File: src/rtl/hazard_pkg.sv
// hazard_pkg
//   Shared constants for the ID-stage hazard/stall controller.
//   REG_ZERO   : architectural x0, never a real dependency
//   REG_ADDR_W : register address width
//   MC_LATENCY_DEFAULT : default number of cycles a multi-cycle op holds EX
package hazard_pkg;

  localparam int REG_ADDR_W = 5;
  localparam logic [REG_ADDR_W-1:0] REG_ZERO = 5'd0;
  localparam int MC_LATENCY_DEFAULT = 4;

endpackage

File: src/rtl/mc_busy_counter.sv
// mc_busy_counter
//   Down-counter tracking how long a non-pipelined multi-cycle op still
//   occupies EX. Loads MC_LATENCY-1 on issue so that the final EX cycle of
//   the op already reads as not busy and the pipeline advances in it.
//   Ports:
//     clk_i  : clock
//     rst_i  : synchronous active-high reset, aborts any hold in progress
//     issue  : a multi-cycle op leaves ID this cycle
//     busy   : multi-cycle op is still holding EX
module mc_busy_counter
  import hazard_pkg::*;
#(
  parameter int MC_LATENCY = MC_LATENCY_DEFAULT
) (
  input  logic clk_i,
  input  logic rst_i,
  input  logic issue,
  output logic busy
);

  // At least one bit so MC_LATENCY=1 still yields a legal (always-zero) counter
  localparam int CW = (MC_LATENCY > 1) ? $clog2(MC_LATENCY) : 1;
  localparam logic [CW-1:0] LOAD_VAL = CW'(MC_LATENCY - 1);

  logic [CW-1:0] cnt;

  always_ff @(posedge clk_i) begin
    if (rst_i) begin
      cnt <= '0;
    end else if (issue) begin
      cnt <= LOAD_VAL;
    end else if (cnt != '0) begin
      cnt <= cnt - CW'(1);
    end
  end

  assign busy = (cnt != '0);

endmodule

File: src/rtl/hazard_stall.sv
// hazard_stall
//   ID-stage hazard and stall controller. Covers the hazards forwarding
//   cannot resolve (load-use, multi-cycle EX op), gates the branch flush of
//   IF/ID and counts stall cycles with a saturating counter.
//   Ports:
//     clk_i, rst_i          : clock, synchronous active-high reset
//     ID_*                  : instruction currently in ID
//     EX_MemRead_i/RDaddr_i : load in EX and its destination
//     PCWrite_o, IFID_Write_o, IFID_Flush_o, IDEX_Write_o : pipeline reg enables
//     NoOp_o                : ID/EX loads a bubble (load-use)
//     EXMEM_Bubble_o        : EX/MEM loads a bubble while EX is held
//     Busy_o                : multi-cycle op holding EX
//     Stall_cnt_o           : saturating count of stall cycles since reset
module hazard_stall
  import hazard_pkg::*;
#(
  parameter int MC_LATENCY = MC_LATENCY_DEFAULT,
  parameter int CNT_W      = 16
) (
  input  logic                  clk_i,
  input  logic                  rst_i,
  input  logic                  ID_valid_i,
  input  logic [REG_ADDR_W-1:0] ID_RSaddr1_i,
  input  logic [REG_ADDR_W-1:0] ID_RSaddr2_i,
  input  logic                  ID_RS2used_i,
  input  logic                  ID_MC_i,
  input  logic                  ID_Branch_i,
  input  logic                  EX_MemRead_i,
  input  logic [REG_ADDR_W-1:0] EX_RDaddr_i,
  output logic                  PCWrite_o,
  output logic                  IFID_Write_o,
  output logic                  IFID_Flush_o,
  output logic                  IDEX_Write_o,
  output logic                  NoOp_o,
  output logic                  EXMEM_Bubble_o,
  output logic                  Busy_o,
  output logic [CNT_W-1:0]      Stall_cnt_o
);

  logic lu;
  logic issue;
  logic busy;

  // x0 is never a real producer; rs2 only matters if the instruction reads it
  assign lu = ID_valid_i & EX_MemRead_i & (EX_RDaddr_i != REG_ZERO) &
              ((EX_RDaddr_i == ID_RSaddr1_i) |
               (ID_RS2used_i & (EX_RDaddr_i == ID_RSaddr2_i)));

  // A load-use dependent MC op waits for the bubble before it may issue
  assign issue = ID_valid_i & ID_MC_i & ~busy & ~lu;

  mc_busy_counter #(
    .MC_LATENCY(MC_LATENCY)
  ) u_mc_busy (
    .clk_i (clk_i),
    .rst_i (rst_i),
    .issue (issue),
    .busy  (busy)
  );

  assign Busy_o = busy;

  // Busy outranks load-use; branch flush only when nothing is stalled
  always_comb begin
    PCWrite_o      = 1'b1;
    IFID_Write_o   = 1'b1;
    IDEX_Write_o   = 1'b1;
    NoOp_o         = 1'b0;
    EXMEM_Bubble_o = 1'b0;
    IFID_Flush_o   = 1'b0;
    if (busy) begin
      PCWrite_o      = 1'b0;
      IFID_Write_o   = 1'b0;
      IDEX_Write_o   = 1'b0;
      EXMEM_Bubble_o = 1'b1;
    end else if (lu) begin
      PCWrite_o    = 1'b0;
      IFID_Write_o = 1'b0;
      NoOp_o       = 1'b1;
    end else begin
      IFID_Flush_o = ID_Branch_i;
    end
  end

  // Saturating performance counter of stalled cycles
  always_ff @(posedge clk_i) begin
    if (rst_i) begin
      Stall_cnt_o <= '0;
    end else if ((busy | lu) && (Stall_cnt_o != {CNT_W{1'b1}})) begin
      Stall_cnt_o <= Stall_cnt_o + CNT_W'(1);
    end
  end

endmodule

File: config.mk
export PLATFORM = sky130hd
export DESIGN_NAME = hazard_stall
export DESIGN_NICKNAME = d
export VERILOG_FILES = /design/src/rtl/hazard_pkg.sv /design/src/rtl/mc_busy_counter.sv /design/src/rtl/hazard_stall.sv
export SDC_FILE = /design/constraint.sdc
export NUM_CORES = 1
export LEC_CHECK = 0
export BUFFER_PORTS_ARGS = -buffer_cell sky130_fd_sc_hd__buf_4
export CAP_MARGIN = 20
export CELL_PAD_IN_SITES_DETAIL_PLACEMENT = 0
export CELL_PAD_IN_SITES_GLOBAL_PLACEMENT = 1
export CORE_MARGIN = 3
export CORE_UTILIZATION = 38
export CTS_CLUSTER_SIZE = 16
export DETAILED_ROUTE_END_ITERATION = 8
export PLACE_DENSITY = 0.92
export SETUP_SLACK_MARGIN = 0.2
export SLEW_MARGIN = 10
export SYNTH_ARGS = -nofsm -noshare
export SYNTH_HDL_FRONTEND = slang
export SYNTH_SLANG_ARGS = --single-unit
File: constraint.sdc
create_clock -name clk_i -period 2.6 [get_ports clk_i]
set_clock_uncertainty 0.05 [all_clocks]
set_input_delay 0.26 -clock clk_i [delete_from_list [all_inputs] [get_ports clk_i]]
set_output_delay 0.26 -clock clk_i [all_outputs]
set_load 0.03 [all_outputs]
==> impl_metrics.tcl, run 1 <==
set metrics [dict create \
    clkSlewWorstSetupHoldPaths_ns 0.11 \
    ys_seq_elements 18 \
    antenna_left 0 \
    fin_nets 205 \
    ys_seq_area_frac 0.297 \
    vias_per_cell 5.45 \
    max_stage_delay_ns 0.36 \
    async_reset_ff_frac 0 \
    area_growth_pct 29.2 \
    cts_resized 0 \
    setup_tns_ns 0 \
    timing.final.hold_violations 0 \
    period_needed_ns 2.18 \
    clock-sinks 18 \
    worst_pin_slew_ns 0.362 \
    setup_viol 0 \
    vias 1210 \
    p_per_area_nw_per_um2 628 \
    crit_path_end_kind "output pin" \
    crit_type "in -> out" \
    numCtsBuffers 3 \
    status "complete, no violations" \
    synth.most_common_cell "dfxtp_1" \
    ys_top_cells_by_count "dfxtp_1 (18), nand3_1 (10), nor2_1 (10), xnor2_1 (10), inv_1 (7)" \
    port_buffers 44 \
    root_buffer "clkbuf_4" \
    hold_buffers 0 \
    die_area_sq_um 3900 \
    crit_arrival_ns 1.87 \
    cts_tree "done" \
    ir_drop_mv 0.421 \
    pwr-share-comb 0.488 \
    place_hpwl_um 2220 \
    synth.net_count 163 \
    max_slew_margin 0.756 \
    grt_use_total 0.151 \
    p_seq_frac 0.336 \
    crit_top_cell "buf_4" \
    synth_warnings 0 \
    cts_max_level 1 \
    p_sw_uw 417 \
    core_area_sq_um 2900 \
    start_util 0.418 \
    rsz0062_at_grt "false" \
    whs_ns 0.237 \
    crit_slowest_cell "or3_1" \
    cap_viol_max_count 0 \
    chipHeight_um 62.5 \
    cp_max_fo 30 \
    grt_pass1_vias 1178 \
    synthTopCellsByArea "dfxtp_1 (30%), xnor2_1 (7.2%), nand3_1 (4.1%), nor2_1 (3.1%), o41ai_1 (2.9%)" \
    hp-class "in -> reg" \
    grt_first_pass_wirelength_um 4970 \
    grt_max_degree 31 \
    p_leak_nw 0.622 \
    place_congestion 0.812 \
    detail_route.first_pass.iterations 4 \
    rows 19 \
    synth_cell_type_count 47 \
    drtIter0Drc 22 \
    synth_area_sq_um 1210 \
    synthCells 139 \
    clockBufferDepth 2 \
    n_antenna_cell 0 \
    synth_area_leader_cell "dfxtp_1" \
    period_share 0.839 \
    io_pins 45 \
    synth_top_cell_area_share 0.297 \
    switching_share 0.424 \
    antenna_found_initial 0 \
    drcViolationCount 0 \
    internal_power_uw 566 \
    synthFlopType "dfxtp_1" \
    fmax_mhz 458 \
    layout-drive-gt1-share 0.372 \
    syn_area_per_cell_sq_um 8.72 \
    path_cells "buf_4, or3_1, o311a_1, a21o_4, inv_4, and2_1, buf_4" \
    cp.required_ns 2.29 \
    critPathLaunchType "input pin" \
    clock_latency_ns 0.29 \
    dieWidth_um 62.5 \
    grt-ovfl-total 0 \
    p_clk_frac 0.176 \
    post_cts_buffers 0 \
    wl_per_cell_um 13.3 \
    synth_edf_count 0 \
    finalMaxSlewViolations 0 \
    wl_um 2950 \
]
power groups by stage:
stage / clock network, mW / logic (mW) / registers [mW]
after floorplan: 0 / 0.402 / 0.356
after global placement: 0 / 0.472 / 0.332
after detailed placement: 0 / 0.483 / 0.335
after CTS: 0.179 / 0.484 / 0.330
after global routing: 0.193 / 0.525 / 0.336
final: 0.173 / 0.480 / 0.330
final timing paths:
kind	cells after the start	startpoint	end	slack (ns)
min reg2reg	2	u_mc_busy.cnt[0]	u_mc_busy.cnt[0]	0.45
min	2	rst_i	Stall_cnt_o[14]	0.24
max reg2reg	5	Stall_cnt_o[1]	Stall_cnt_o[14]	0.69
max	7	EX_RDaddr_i[0]	IFID_Flush_o	0.42
per-stage QoR:
step / std cells / area, sq um / power [mW] / setup slack, ns / util
floorplan: 139 / 1210 / 0.758 / 0.403 / -
global placement: 218 / 1530 / 0.804 / 0.446 / 0.528
detailed placement: 218 / 1530 / 0.817 / 0.428 / 0.528
CTS: 222 / 1570 / 0.992 / 0.419 / 0.540
global route: 222 / 1570 / 1.05 / 0.348 / 0.540
finish: 222 / 1570 / 0.983 / 0.419 / 0.540
registers in the layout, summed over array words and instances (netlist names):
register       count
Stall_cnt_o       16
u_mc_busy.cnt      2
cell families (layout without fill, tap and decap cells):
kind of cell	Yosys count	count (layout)	synth area share
compound gates	31	31	0.199
xor+xnor	10	10	0.0722
fa+ha+maj	2	2	0.0206
buf+inv	16	57	0.0867
flops	18	18	0.297
mux	3	3	0.0341
simple gates	59	59	0.290
placed cells by master, fill, tap and decap left out, drive strengths merged:
| master | count |
|---|---|
| nor3 | 4 |
| nand2b | 1 |
| and4 | 1 |
| buf | 45 |
| o21ai | 3 |
| nand3 | 10 |
| a211oi | 3 |
| xnor2 | 10 |
| o22ai | 1 |
| nor2 | 10 |
| o41ai | 4 |
| clkbuf | 4 |
| inv | 8 |
| o31a | 1 |
| and2 | 2 |
| nand2 | 5 |
| a21o | 1 |
| a21oi | 6 |
| or2 | 3 |
| o21ba | 1 |
| mux2 | 3 |
| nor2b | 3 |
| o21a | 1 |
| o21bai | 1 |
| o311a | 1 |
| dfxtp | 18 |
| nor4 | 4 |
| o311ai | 3 |
| nand4 | 6 |
| o31ai | 3 |
| and3 | 2 |
| ha | 2 |
| or4 | 3 |
| a31oi | 2 |
| nor3b | 1 |
| or3 | 4 |
critical path, delay by kind of cell:
family          cells  cell delay (ns)
simple gates        2             0.53
buf+inv             3             0.49
compound gates      2             0.57
per-layer routing:
metal	global-route usage	share of wire	vias up
li1	-	-	597
met1	0.163	0.42	570
met2	0.284	0.50	41
met3	0.0378	0.077	2
met4	0.0496	0.0065	0
met5	0	0	-
layout make-up:
class / count / area [sq um]
sequential: 18 / 360
clock buffer: 4 / 36.3
fill: 291 / 1330
timing repair buffer: 45 / 338
multi-input combinational: 105 / 747
tap: 42 / 52.6
inverter: 8 / 32.5
Note: power is estimated with default switching activity, not from simulation.
==> run 2, diff against run 1 <==
--- a/config.mk
+++ b/config.mk
@@ -10,10 +10,10 @@
 export CELL_PAD_IN_SITES_DETAIL_PLACEMENT = 0
 export CELL_PAD_IN_SITES_GLOBAL_PLACEMENT = 1
 export CORE_MARGIN = 3
-export CORE_UTILIZATION = 38
+export CORE_UTILIZATION = 32
 export CTS_CLUSTER_SIZE = 16
 export DETAILED_ROUTE_END_ITERATION = 8
-export PLACE_DENSITY = 0.92
+export PLACE_DENSITY = 0.84
 export SETUP_SLACK_MARGIN = 0.2
 export SLEW_MARGIN = 10
 export SYNTH_ARGS = -nofsm -noshare
==> constraint.sdc (replaced) <==
create_clock -name clk_i -period 2 [get_ports clk_i]
set_clock_uncertainty 0.05 [all_clocks]
set_input_delay 0.2 -clock clk_i [delete_from_list [all_inputs] [get_ports clk_i]]
set_output_delay 0.2 -clock clk_i [all_outputs]
set_load 0.03 [all_outputs]
==> impl_metrics.tcl, run 2 (synthesized netlist as in run 1, its figures left out) <==
set metrics [dict create \
    top_regs "Stall_cnt_o (16), u_mc_busy.cnt (2)" \
    place_ws_ns 0.0229 \
    max_slew_margin 0.791 \
    reg2reg_slack_ns 0.26 \
    crit_start "EX_RDaddr_i[2]" \
    chipHeight_um 67.6 \
    status "complete, no violations" \
    drtIter0Drc 31 \
    area_growth_pct 46.9 \
    r2r_cells 5 \
    endpoint "IFID_Flush_o" \
    antenna_found_initial 0 \
    crit_path_end_kind "output pin" \
    period_needed_ns 1.82 \
    start_util 0.347 \
    cts_max_level 1 \
    p_per_area_nw_per_um2 861 \
    cp_max_fo 7 \
    detail_route.first_pass.iterations 4 \
    rsz0062_at_grt "true" \
    clockBufferDepth 2 \
    largest_register "Stall_cnt_o" \
    n_antenna_cell 0 \
    layout-drive-gt1-share 0.487 \
    critPathLaunchType "input pin" \
    grt_max_degree 25 \
    timing.final.hold_violations 0 \
    port_buffers 44 \
    wl_um 3290 \
    final.setup.worst_slack_ns 0.179 \
    worst_pin_slew_ns 0.310 \
    setup_tns_ns 0 \
    crit_slowest_cell "or3_1" \
    crit_arrival_ns 1.57 \
    period_share 0.911 \
    root_buffer "clkbuf_8" \
    cp.required_ns 1.75 \
    grt_use_total 0.146 \
    layout_commonest_cell "buf_4" \
    cp_num_buf_inv 3 \
    cap_viol_max_count 0 \
    fillers 326 \
    rows 21 \
    numCtsBuffers 3 \
    antenna_left 0 \
    vias_per_cell 5.35 \
    clock_latency_ns 0.25 \
    vias 1267 \
    place_congestion 0.786 \
    grt_first_pass_wirelength_um 5130 \
    grt_pass1_vias 1172 \
    worstReg2RegStart "Stall_cnt_o[3]" \
    crit_type "in -> out" \
    dieWidth_um 67.6 \
    drcViolationCount 0 \
    fin_nets 216 \
    cp_top_family "compound AO/OA/AOI/OAI gates" \
    layout_common_cells "buf_4 (51), dfxtp_1 (11), xnor2_1 (10), nand3_1 (10), nor2_1 (10)" \
    die_area_sq_um 4560 \
    largest_reg_flops 16 \
    reg2reg_to "Stall_cnt_o[8]" \
    cts_tree "done" \
    finalMaxSlewViolations 0 \
    max_stage_delay_ns 0.36 \
    whs_path_depth 2 \
    grt-ovfl-total 0 \
    hp-class "in -> reg" \
    clkSlewWorstSetupHoldPaths_ns 0.07 \
    hold_buffers 0 \
    io_pins 45 \
    place_hpwl_um 2400 \
    path_cells "buf_8, or3_1, o311a_1, a21o_4, inv_8, and2_4, buf_6" \
    ir_drop_mv 0.409 \
    wl_per_cell_um 13.9 \
    p_leak_nw 0.717 \
    setup_viol 0 \
    critical_path_depth 7 \
    clock-sinks 18 \
    core_area_sq_um 3490 \
    fmax_mhz 549 \
]
-- run 2: power breakdown --
part | switching, mW | internal (mW)
combinational | 0.456 | 0.372
clock | 0.122 | 0.141
sequential | 0.0415 | 0.399
total | 0.620 | 0.912
-- run 2: worst reg2reg max path: cells and delay by family, from the launching register on --
| kind | cells | cell delay (ns) |
|---|---|---|
| compound gates | 1 | 0.14 |
| simple gates | 4 | 1.07 |
| flops | 1 | 0.41 |
-- run 2: worst min-delay path by stage --
| stage | start | to | slack [ns] |
|---|---|---|---|
| after CTS | rst_i | Stall_cnt_o[0] | 0.23 |
| after global placement | Stall_cnt_o[8] | Stall_cnt_o[8] | 0.44 |
| after global routing | rst_i | Stall_cnt_o[8] | 0.26 |
| final | rst_i | Stall_cnt_o[8] | 0.23 |
| after detailed placement | Stall_cnt_o[14] | Stall_cnt_o[14] | 0.46 |
| after floorplan | rst_i | Stall_cnt_o[6] | 0.31 |
-- run 2: repair_timing --
action / 4_1_cts / 5_1_grt
cloned: 1 / 0
setup buffers: 3 / 4
pin swaps: 4 / 7
setup endpoints to repair: 10 / 15
gates resized for setup: 3 / 10
-- run 2: through the flow --
step | std cells | hold WS (ns) | total power, mW | utilization | area (sq um)
after floorplan | 139 | 0.314 | 1.07 | - | 1280
after global placement | 225 | 0.435 | 1.16 | 0.465 | 1620
after detailed placement | 225 | 0.455 | 1.17 | 0.465 | 1620
after CTS | 233 | 0.230 | 1.49 | 0.488 | 1710
after global routing | 237 | 0.261 | 1.63 | 0.509 | 1780
final | 237 | 0.227 | 1.53 | 0.509 | 1780
-- run 2: final cells by class --
type	instances	area, sq um	share of cell area
clock buffer	4	45.0	0.0253
inverter	8	41.3	0.0232
multi-input combinational	105	806	0.453
sequential	18	384	0.216
tap	46	57.6	0.0323
timing repair buffer	55	440	0.247
timing repair inverter	1	6.26	0.00351
-- run 2: metal layers --
| layer | part of all wire | vias to the layer above | global-route usage | routed length, um |
|---|---|---|---|---|
| met5 | 0 | - | 0 | 0 |
| met2 | 0.47 | 55 | 0.254 | 1560 |
| met1 | 0.42 | 585 | 0.179 | 1370 |
| met4 | 0.0064 | 0 | 0.0380 | 21 |
| li1 | - | 623 | - | - |
| met3 | 0.10 | 4 | 0.0333 | 335 |
==> run 3, diff against run 2 <==
--- a/config.mk
+++ b/config.mk
@@ -5,15 +5,18 @@
 export SDC_FILE = /design/constraint.sdc
 export NUM_CORES = 1
 export LEC_CHECK = 0
+export ABC_AREA = 1
 export BUFFER_PORTS_ARGS = -buffer_cell sky130_fd_sc_hd__buf_4
 export CAP_MARGIN = 20
 export CELL_PAD_IN_SITES_DETAIL_PLACEMENT = 0
 export CELL_PAD_IN_SITES_GLOBAL_PLACEMENT = 1
 export CORE_MARGIN = 3
-export CORE_UTILIZATION = 32
+export CORE_UTILIZATION = 30
+export CTS_BUF_LIST = sky130_fd_sc_hd__clkbuf_4 sky130_fd_sc_hd__clkbuf_8 sky130_fd_sc_hd__clkbuf_16
 export CTS_CLUSTER_SIZE = 16
 export DETAILED_ROUTE_END_ITERATION = 8
-export PLACE_DENSITY = 0.84
+export MAX_ROUTING_LAYER = met4
+export PLACE_DENSITY = 0.83
 export SETUP_SLACK_MARGIN = 0.2
 export SLEW_MARGIN = 10
 export SYNTH_ARGS = -nofsm -noshare
==> impl_metrics.tcl, run 3 <==
set metrics [dict create \
    synth_xor_area_frac 0.0127 \
    drtIter0Drc 69 \
    ys_top_cells_by_count "nand2_1 (66), nor2_1 (33), inv_1 (27), dfxtp_1 (18), nand3_1 (16)" \
    wl_um 3180 \
    antenna_left 0 \
    p_leak_nw 0.976 \
    fmax_mhz 614 \
    setup_tns_ns 0 \
    cap_viol_max_count 0 \
    synth_area_sq_um 1380 \
    synthCells 223 \
    drcViolationCount 0 \
    reg2reg_slack_ns 0.39 \
    antenna_found_initial 0 \
    timing.final.hold_violations 0 \
    synth-compound-area-share 0.0609 \
    hp-class "in -> reg" \
    synth_area_leader_cell "dfxtp_1" \
    die_area_sq_um 5440 \
    dieWidth_um 73.7 \
    vias_per_cell 4.45 \
    period_share 0.814 \
    numCtsBuffers 3 \
    reg2reg_to "Stall_cnt_o[13]" \
    synth_cell_type_count 25 \
    place_ws_ns 0.341 \
    cp.required_ns 1.75 \
    top_regs "Stall_cnt_o (16), u_mc_busy.cnt (2)" \
    synthTopCellsByArea "dfxtp_1 (26%), nand2_1 (18%), nor2_1 (9.0%), inv_1 (7.4%), nand3_1 (5.8%)" \
    worstReg2RegStart "Stall_cnt_o[1]" \
    gr-usage-met1 0.157 \
    clkSlewWorstSetupHoldPaths_ns 0.07 \
    final.setup.worst_slack_ns 0.371 \
    wl_per_cell_um 9.96 \
    final_area_sq_um 1790 \
    start_util 0.314 \
    clock-sinks 18 \
    min-delay-start "rst_i" \
    cts_max_level 1 \
    synth_top_family_by_area "simple AND/OR/NAND/NOR gates" \
    layout-drive-gt1-share 0.288 \
    vias 1420 \
    whs_endpoint "u_mc_busy.cnt[0]" \
    p_per_area_nw_per_um2 905 \
    fin_nets 292 \
    chipHeight_um 73.7 \
    crit_path_end_kind "output pin" \
    clock_latency_ns 0.26 \
    rows 24 \
    worst_pin_slew_ns 0.510 \
    synthAdderAreaFrac 0.0182 \
    crit_arrival_ns 1.38 \
    synth-simple-area-share 0.507 \
    largest_register "Stall_cnt_o" \
    setup_viol 0 \
    synth.net_count 247 \
    finalMaxSlewViolations 0 \
    r2r_cells 8 \
    ys_seq_elements 18 \
    grt_first_pass_wirelength_um 5420 \
    clockBufferDepth 2 \
    ys_seq_area_frac 0.262 \
    synthFlopType "dfxtp_1" \
    layout_common_cells "nand2_1 (66), buf_4 (46), nor2_1 (33), inv_1 (27), dfxtp_1 (17)" \
    grt_use_total 0.126 \
    place_hpwl_um 2580 \
    layout_commonest_cell "nand2_1" \
    cp_max_fo 17 \
    grt_max_degree 18 \
    root_buffer "clkbuf_8" \
    whs_path_depth 2 \
    post_cts_buffers 0 \
    hold_buffers 0 \
    ir_drop_mv 0.464 \
    syn_area_per_cell_sq_um 6.17 \
    period_needed_ns 1.63 \
    grt-ovfl-total 0 \
    cts_tree "done" \
    grt-busiest-layer "met2" \
    async_reset_ff_frac 0 \
    detail_route.first_pass.iterations 4 \
    grt_pass1_vias 1267 \
    io_pins 45 \
    dpl_cell_area_sq_um 1730 \
    crit_type "reg -> out" \
    synth_edf_count 0 \
    core_area_sq_um 4380 \
    area_growth_pct 30.4 \
    n_antenna_cell 0 \
    synth_top_cell_area_share 0.262 \
    port_buffers 44 \
    use_met2 0.209 \
    rsz0062_at_grt "false" \
    max_slew_margin 0.658 \
    synth_warnings 0 \
    use_met3 0.0342 \
    synth.most_common_cell "nand2_1" \
    place_congestion 0.776 \
    synthMuxAreaShare 0 \
    critPathLaunchType "flop" \
    status "complete, no violations" \
    largest_reg_flops 16 \
]
run 3: cell types whose count changed after synthesis, moves of 4 or more:
cell	previous run	this run
inv_2	0	8
nand2_1	5	66
nor2_1	10	33
o41ai_1	4	0
inv_1	7	27
nand3_1	10	16
a21oi_1	6	15
xnor2_1	10	1
nand2_2	0	4
run 3: worst max-delay path: stages (launching register included):
cell and delay, ns:
dfxtp_1 0.34, inv_1 0.05, ha_1 0.28, nand2_4 0.20, inv_1 0.08, buf_4 0.17
run 3: routing by layer:
layer  wire length, um  vias up
met5                 0        -
met4                 7        0
met3               159        2
met2              1600       25
met1              1420      606
li1                  -      787
run 3: metrics by stage:
stage,std cells,total power [mW],hold slack (ns),utilization
2_1_floorplan,223,1.14,0.219,-
3_3_place_gp,315,1.31,0.319,0.395
3_5_place_dp,315,1.32,0.324,0.395
4_1_cts,319,1.63,0.0488,0.407
5_1_grt,319,1.76,0.0527,0.409
6_report,319,1.62,0.0562,0.409
run 3: worst max path at each step:
stage | end | slack, ns | depth (start not counted) | from
5_1_grt | Stall_cnt_o[6] | 0.21 | 10 | Stall_cnt_o[1]
3_5_place_dp | Stall_cnt_o[13] | 0.34 | 8 | Stall_cnt_o[0]
4_1_cts | IFID_Write_o | 0.25 | 5 | u_mc_busy.cnt[0]
2_1_floorplan | NoOp_o | 0.22 | 4 | u_mc_busy.cnt[0]
3_3_place_gp | Stall_cnt_o[15] | 0.34 | 8 | Stall_cnt_o[0]
6_report | IFID_Write_o | 0.37 | 5 | u_mc_busy.cnt[0]
run 3: cell type report:
| class | count | area, sq um |
|---|---|---|
| inverter | 36 | 135 |
| fill | 470 | 2590 |
| timing repair buffer | 46 | 345 |
| clock buffer | 4 | 55.1 |
| sequential | 18 | 362 |
| multi-input combinational | 163 | 832 |
| tap | 52 | 65.1 |
run 3: cells by family (layout without fill, tap and decap cells):
group,after synthesis,count (layout)
compound gates,16,16
xor+xnor,2,2
fa+ha+maj,2,2
buf+inv,42,86
flops,18,18
simple gates,143,143
run 3: what timing repair did:
| action | in CTS | in global routing |
|---|---|---|
| hold endpoints to repair | 0 | 0 |
| resized for setup | 0 | 3 |
| endpoints found under the setup margin | 0 | 9 |
run 3: report_power, final:
group | internal [mW] | switching (mW)
Clock | 0.175 | 0.129
Combinational | 0.323 | 0.553
Sequential | 0.405 | 0.0382
